--- src/rtl/kyrillos_mem_pkg.sv ---
// -----------------------------------------------------------------------------
// kyrillos_mem_pkg
// Shared types for the kyrillos_mem_v2 scratch RAM:
//   mem_state_t : controller state (IDLE / CLEAR sweep)
//   rsp_t       : response pipeline payload {vld, err, data}
//   be_merge()  : byte-enable merge of write data into an existing word
// The response payload width is fixed here. The top-level DATA_WIDTH
// parameter defaults to MEM_DATA_WIDTH and must stay equal to it.
// -----------------------------------------------------------------------------
package kyrillos_mem_pkg;

    localparam int MEM_DATA_WIDTH = 32;
    localparam int NBYTES         = MEM_DATA_WIDTH / 8;

    typedef enum logic {
        IDLE  = 1'b0,
        CLEAR = 1'b1
    } mem_state_t;

    typedef struct packed {
        logic                      vld;
        logic                      err;
        logic [MEM_DATA_WIDTH-1:0] data;
    } rsp_t;

    // Replace only the bytes whose enable bit is set.
    function automatic logic [MEM_DATA_WIDTH-1:0] be_merge(
        input logic [MEM_DATA_WIDTH-1:0] old_word,
        input logic [MEM_DATA_WIDTH-1:0] new_word,
        input logic [NBYTES-1:0]         be
    );
        logic [MEM_DATA_WIDTH-1:0] merged;
        merged = old_word;
        for (int i = 0; i < NBYTES; i++) begin
            if (be[i]) begin
                merged[8*i +: 8] = new_word[8*i +: 8];
            end
        end
        return merged;
    endfunction

endpackage

--- src/rtl/kyrillos_rsp_pipe.sv ---
// -----------------------------------------------------------------------------
// kyrillos_rsp_pipe
// Delay line of STAGES flops carrying rsp_t. STAGES=0 is a plain wire.
// All stages flush to zero on reset, so responses in flight are dropped.
// Ports:
//   clk    in   clock, rising edge
//   rst    in   asynchronous reset, active-high
//   rsp_i  in   response entering the delay line
//   rsp_o  out  response leaving the delay line
// -----------------------------------------------------------------------------
module kyrillos_rsp_pipe
    import kyrillos_mem_pkg::*;
#(
    parameter int STAGES = 1
) (
    input  logic clk,
    input  logic rst,
    input  rsp_t rsp_i,
    output rsp_t rsp_o
);

    generate
        if (STAGES == 0) begin : g_bypass
            // clk/rst are not needed without storage.
            logic unused_clk_rst;
            assign unused_clk_rst = clk ^ rst;
            assign rsp_o = rsp_i;
        end else begin : g_stages
            rsp_t stage_q [STAGES];

            always_ff @(posedge clk or posedge rst) begin
                if (rst) begin
                    for (int i = 0; i < STAGES; i++) begin
                        stage_q[i] <= '0;
                    end
                end else begin
                    stage_q[0] <= rsp_i;
                    for (int i = 1; i < STAGES; i++) begin
                        stage_q[i] <= stage_q[i-1];
                    end
                end
            end

            assign rsp_o = stage_q[STAGES-1];
        end
    endgenerate

endmodule

--- src/rtl/kyrillos_mem_v2.sv ---
// -----------------------------------------------------------------------------
// kyrillos_mem_v2
// Single-port synchronous scratch RAM with byte strobes, configurable read
// latency, address range checking and a hardware clear sweep that runs after
// every reset and on request.
//
// state | meaning
// ------+---------------------------------------------------------------
// CLEAR | sweep: zero mem[clr_ptr] each cycle, busy=1, requests dropped
// IDLE  | accept requests; CLR starts a new sweep from address 0
//
// Ports:
//   clk        in   clock, rising edge
//   rst        in   asynchronous reset, active-high
//   EN         in   request strobe
//   WR         in   1 = write, 0 = read
//   Address    in   word address
//   Data_in    in   write data
//   BE         in   byte enables for writes
//   CLR        in   request a clear sweep (IDLE only)
//   Data_out   out  read data, holds last read value between responses
//   valid_out  out  1-cycle read response pulse
//   err        out  1-cycle error response pulse
//   busy       out  clear sweep in progress
// -----------------------------------------------------------------------------
module kyrillos_mem_v2
    import kyrillos_mem_pkg::*;
#(
    parameter int ADDR_WIDTH = 4,
    parameter int DATA_WIDTH = MEM_DATA_WIDTH,
    parameter int DEPTH      = 2**ADDR_WIDTH,
    parameter int RD_LATENCY = 1
) (
    input  logic                    clk,
    input  logic                    rst,
    input  logic                    EN,
    input  logic                    WR,
    input  logic [ADDR_WIDTH-1:0]   Address,
    input  logic [DATA_WIDTH-1:0]   Data_in,
    input  logic [DATA_WIDTH/8-1:0] BE,
    input  logic                    CLR,
    output logic [DATA_WIDTH-1:0]   Data_out,
    output logic                    valid_out,
    output logic                    err,
    output logic                    busy
);

    localparam logic [ADDR_WIDTH:0]   DEPTH_L  = (ADDR_WIDTH+1)'(DEPTH);
    localparam logic [ADDR_WIDTH-1:0] LAST_PTR = ADDR_WIDTH'(DEPTH - 1);

    mem_state_t            state_q, state_d;
    logic [ADDR_WIDTH-1:0] clr_ptr_q, clr_ptr_d;

    logic [DATA_WIDTH-1:0] mem_q [DEPTH];

    logic                  accept;
    logic                  in_range;
    logic                  do_write;
    logic                  do_read;
    logic [DATA_WIDTH-1:0] rd_data;

    rsp_t                  rsp_s1_d, rsp_s1_q;
    rsp_t                  rsp_out;
    logic [DATA_WIDTH-1:0] data_hold_q;

    // ------------------------------------------------------------------
    // Controller
    // ------------------------------------------------------------------
    always_ff @(posedge clk or posedge rst) begin
        if (rst) begin
            state_q   <= CLEAR;
            clr_ptr_q <= '0;
        end else begin
            state_q   <= state_d;
            clr_ptr_q <= clr_ptr_d;
        end
    end

    always_comb begin
        state_d   = state_q;
        clr_ptr_d = clr_ptr_q;
        busy      = 1'b0;
        case (state_q)
            IDLE: begin
                if (CLR) begin
                    state_d   = CLEAR;
                    clr_ptr_d = '0;
                end
            end
            CLEAR: begin
                busy      = 1'b1;
                clr_ptr_d = clr_ptr_q + 1'b1;
                // CLR is ignored here so a running sweep is never restarted.
                if (clr_ptr_q == LAST_PTR) begin
                    state_d = IDLE;
                end
            end
            default: begin
                state_d = CLEAR;
            end
        endcase
    end

    // ------------------------------------------------------------------
    // Request decode. CLR wins over a simultaneous EN.
    // ------------------------------------------------------------------
    assign accept   = EN && (state_q == IDLE) && !CLR;
    assign in_range = ({1'b0, Address} < DEPTH_L);
    assign do_write = accept &&  WR && in_range;
    assign do_read  = accept && !WR && in_range;

    // ------------------------------------------------------------------
    // Storage. The sweep and request writes are mutually exclusive because
    // requests are only accepted in IDLE.
    // ------------------------------------------------------------------
    always_ff @(posedge clk) begin
        if (state_q == CLEAR) begin
            mem_q[clr_ptr_q] <= '0;
        end else if (do_write) begin
            mem_q[Address] <= be_merge(mem_q[Address], Data_in, BE);
        end
    end

    assign rd_data = do_read ? mem_q[Address] : '0;

    // ------------------------------------------------------------------
    // Response stage 1 (array read), then RD_LATENCY-1 delay stages.
    // Any request that is dropped or out of range yields err; only reads
    // ever yield vld, and out-of-range reads carry zero data.
    // ------------------------------------------------------------------
    always_comb begin
        rsp_s1_d      = '0;
        rsp_s1_d.vld  = accept && !WR;
        rsp_s1_d.err  = EN && !(accept && in_range);
        rsp_s1_d.data = rd_data;
    end

    always_ff @(posedge clk or posedge rst) begin
        if (rst) begin
            rsp_s1_q <= '0;
        end else begin
            rsp_s1_q <= rsp_s1_d;
        end
    end

    kyrillos_rsp_pipe #(
        .STAGES (RD_LATENCY - 1)
    ) u_rsp_pipe (
        .clk   (clk),
        .rst   (rst),
        .rsp_i (rsp_s1_q),
        .rsp_o (rsp_out)
    );

    // Data_out shows the response in its valid cycle and otherwise the last
    // read value, so the hold register only needs to capture on vld.
    always_ff @(posedge clk or posedge rst) begin
        if (rst) begin
            data_hold_q <= '0;
        end else if (rsp_out.vld) begin
            data_hold_q <= rsp_out.data;
        end
    end

    assign Data_out  = rsp_out.vld ? rsp_out.data : data_hold_q;
    assign valid_out = rsp_out.vld;
    assign err       = rsp_out.err;

endmodule

--- config.mk ---
export PLATFORM = sky130hd
export DESIGN_NAME = kyrillos_mem_v2
export DESIGN_NICKNAME = d
export VERILOG_FILES = /design/src/rtl/kyrillos_mem_pkg.sv /design/src/rtl/kyrillos_rsp_pipe.sv /design/src/rtl/kyrillos_mem_v2.sv
export SDC_FILE = /design/constraint.sdc
export NUM_CORES = 1
export LEC_CHECK = 0
export CORE_MARGIN = 5
export CORE_UTILIZATION = 55
export CTS_BUF_LIST = sky130_fd_sc_hd__clkbuf_2 sky130_fd_sc_hd__clkbuf_4 sky130_fd_sc_hd__clkbuf_8
export CTS_CLUSTER_DIAMETER = 40
export DETAILED_ROUTE_END_ITERATION = 8
export DONT_BUFFER_PORTS = 1
export PLACE_DENSITY = 0.79
export SLEW_MARGIN = 0
export SYNTH_ARGS = -nofsm -noshare
export SYNTH_HDL_FRONTEND = slang
export SYNTH_HIERARCHICAL = 1
export SYNTH_SLANG_ARGS = --single-unit
export TNS_END_PERCENT = 100
--- constraint.sdc ---
create_clock -name clk -period 4.1 [get_ports clk]
set_clock_uncertainty 0.1 [all_clocks]
set_input_delay 1.025 -clock clk [delete_from_list [all_inputs] [get_ports clk]]
set_output_delay 1.025 -clock clk [all_outputs]
set_load 0.05 [all_outputs]
==> impl_results.md <==
* Worst path max stage delay at 0.81 ns
* Die Y at 214 um
* Crit path DAT at 3.62 ns
* FF-to-FF Start: state_q$_DFF_PP1_
* Vias in the first global route at 12100
* Placed Instance Area at 23600 sq um
* CTS root buf: clkbuf_8
* Clk buf depth at 3
* Final instance area at 25500 sq um
* Share of cells above drive strength 1 at 31.3%
* I/O pin count at 80
* CP startpoint: state_q$_DFF_PP1_
* Via count at 11400
* Post-detailed-route count of antenna-violating nets at 0
* Syn avg cell area at 19.6 sq um
* RSZ-0062 raised after global routing: false
* WL/cell at 27.3 um
* Synth Cell Area at 22800 sq um
* CTS Buf Count at 92
* Synth Register Bits at 583
* Global Route Usage Sum at 22.4%
* Commonest non-fill, non-tap cell in the layout: edfxtp_1
* Max Slew Vio Count at 0
* Area Overhead vs Synth at 11.8%
* Clock slew at reported path FFs at 0.07 ns
* Worst Path Max Fanout at 20
* Max H-tree Level at 3
* Nets@finish at 1265
* Die ar. at 45600 sq um
* Min-delay worst type: input port to async pin
* Latest clock arrival within the worst-skew pair at 0.64 ns
* Worst-path cell chain: nand4bb_2 > buf_4 > nor2_1 > a32oi_1 > nor2_4 > buf_12
* Finished Layout Cells at 1824
* Final Hold Violating Endpoints at 0
* Largest net degree at the start of global routing at 165
* Critical Path Sink: mem_q[4][21]$_DFFE_PP_
* Diode count at 0
* Yosys warnings at 6
* Initial antenna violation count at 0
* Post-CTS Repair Setup Buffers at 0
* DR pass1 iterations at 5
* Headroom to the max-slew limit at 27.9%
* # port buffers at 0
* Max Clk Rate at 299 MHz
* Die Wd at 214 um
* Hold buffers post-CTS at 0
* Final HPWL DP at 26700 um
* Wirelength, routed at 49800 um
* Placed insts at 1657
* Dominant synthesized flop cell: edfxtp_1
* Row count at 74
* Initial DRC count at 1216
* Synth cell types at 37
* Grt ovf at 0
* CP Capture Type: flop
* Syn Inst Count at 1162
* Finish-stage setup viols at 0
* Core Util, Final at 62.2%
* EDFF count, synth at 512
* Most frequent cells in the layout: edfxtp_1 (512), clkbuf_8 (97), mux4_2 (96)
* CTS resizes at 0
* Reg2reg end: mem_q[4][21]$_DFFE_PP_
* Period minus WS final at 3.35 ns
* Startpoint Class: flop
* Post-synth net total at 1208
* Crit-path slowest cell: dfstp_2
* MaxCap Viol Count at 0
* Worst reg2reg setup slack at 0.75 ns
* Least-Margin Pin Slew at 1.08 ns
* Worst reg2reg path depth at 6
* Peak supply drop at 0.000326 V
* Initial Utilization at 55.7%
* Leakage at 9.01 nW
* Total negative slack at 0 ns
* First-pass GRT wire length at 74800 um
* GPL Wtd Cong at 0.769
* CTS tree: built
* Status: complete, no violations
* DR DRC count at 0
* Core Region at 40900 sq um
* Fraction of registers with async set/reset at 12.2%
* CTS sink count at 583
* Register area share after synthesis at 75.3%
* Via/cell ratio at 6.24
* Req. time, crit path at 4.37 ns
* Tcrit/Tclk final at 81.6%
* PD cells at 580 nW/um^2
* WS Path Type: flop to flop
[metrics by stage]
stage	hold WS [ns]	total power [mW]	worst slack (ns)
3_3_place_gp	0.524	9.78	0.424
3_5_place_dp	0.521	9.90	0.468
2_1_floorplan	0.454	9.04	0.255
6_report	0.332	14.8	0.753
4_1_cts	0.331	14.9	0.660
5_1_grt	0.397	15.3	0.651
[cell type report]
type / count / area, sq um
Timing Repair Buffer: 64 / 593
Fill cell: 2663 / 15500
Clock inverter: 36 / 292
Sequential cell: 583 / 17200
Tap cell: 532 / 666
Multi-Input combinational cell: 466 / 5130
Clock buffer: 131 / 1590
Inverter: 12 / 46.3
[where the power goes]
| group | switching, mW | internal, mW | total [mW] | leakage [nW] |
|---|---|---|---|---|
| clock network | 2.21 | 2.76 | 4.98 | 0.994 |
| logic | 1.35 | 0.676 | 2.03 | 2.20 |
| registers | 0.270 | 7.50 | 7.77 | 5.82 |
[metal layers]
metal	track usage, %	vias to the layer above	routed length, um
li1	-	4784	-
met1	30.5	5888	18500
met2	36.0	603	24600
met3	4.97	114	5070
met4	8.68	0	1530
met5	0	-	0
[logic make-up (layout without fill, tap and decap cells)]
family                   after synthesis  count (layout)  synth area share [%]
adder cells (fa/ha/maj)                1               1                0.0549
XOR/XNOR                               2               2                0.0769
flip-flops                           583             583                  75.3
buffers and inverters                113             243                  2.87
multiplexers                         224             224                  15.5
AO/OA/AOI/OAI                        141             141                  4.48
AND/OR/NAND/NOR                       98              98                  1.78
[state kept, by name (all words and copies together), names as in the netlist]
register / count
state_q: 1
clr_ptr_q: 4
data_hold_q: 32
mem_q: 512
rsp_s1_q: 34
[critical path: cells and delay by family (launching register included)]
kind            cells  cell delay [ns]
compound gates      1             0.79
buf+inv             2             0.60
flops               1             0.81
simple gates        3             0.76
[how the worst min path moves through the flow]
stage / from / end / slack [ns] / depth (start not counted)
floorplan: clr_ptr_q[1]$_DFFE_PP0P_ / clr_ptr_q[1]$_DFFE_PP0P_ / 0.45 / 1
global placement: clr_ptr_q[3]$_DFFE_PP0P_ / clr_ptr_q[3]$_DFFE_PP0P_ / 0.52 / 1
detailed placement: clr_ptr_q[1]$_DFFE_PP0P_ / clr_ptr_q[1]$_DFFE_PP0P_ / 0.52 / 1
CTS: rst / clr_ptr_q[1]$_DFFE_PP0P_ / 0.33 / 1
global route: rst / data_hold_q[31]$_DFF_PP0_ / 0.40 / 1
finish: rst / rsp_s1_q[29]$_DFF_PP0_ / 0.33 / 1
[cells in the mapped netlist, drive strengths merged, types with 2 or more instances]
master | number | share of area [%]
a22o | 3 | 0.12
buf | 66 | 2.1
a31oi | 4 | 0.11
nor3 | 3 | 0.066
a21oi | 35 | 0.77
mux2i | 65 | 2.9
nor2b | 2 | 0.055
clkbuf | 35 | 0.58
dfrtp | 70 | 7.7
inv | 12 | 0.20
nor2 | 83 | 1.4
a211oi | 31 | 1.0
nand2 | 2 | 0.033
a2bb2oi | 32 | 1.2
a22oi | 31 | 1.0
nor3b | 3 | 0.099
mux4 | 96 | 9.5
edfxtp | 512 | 67
mux2 | 63 | 3.1
(Power assumes the default switching activity.)
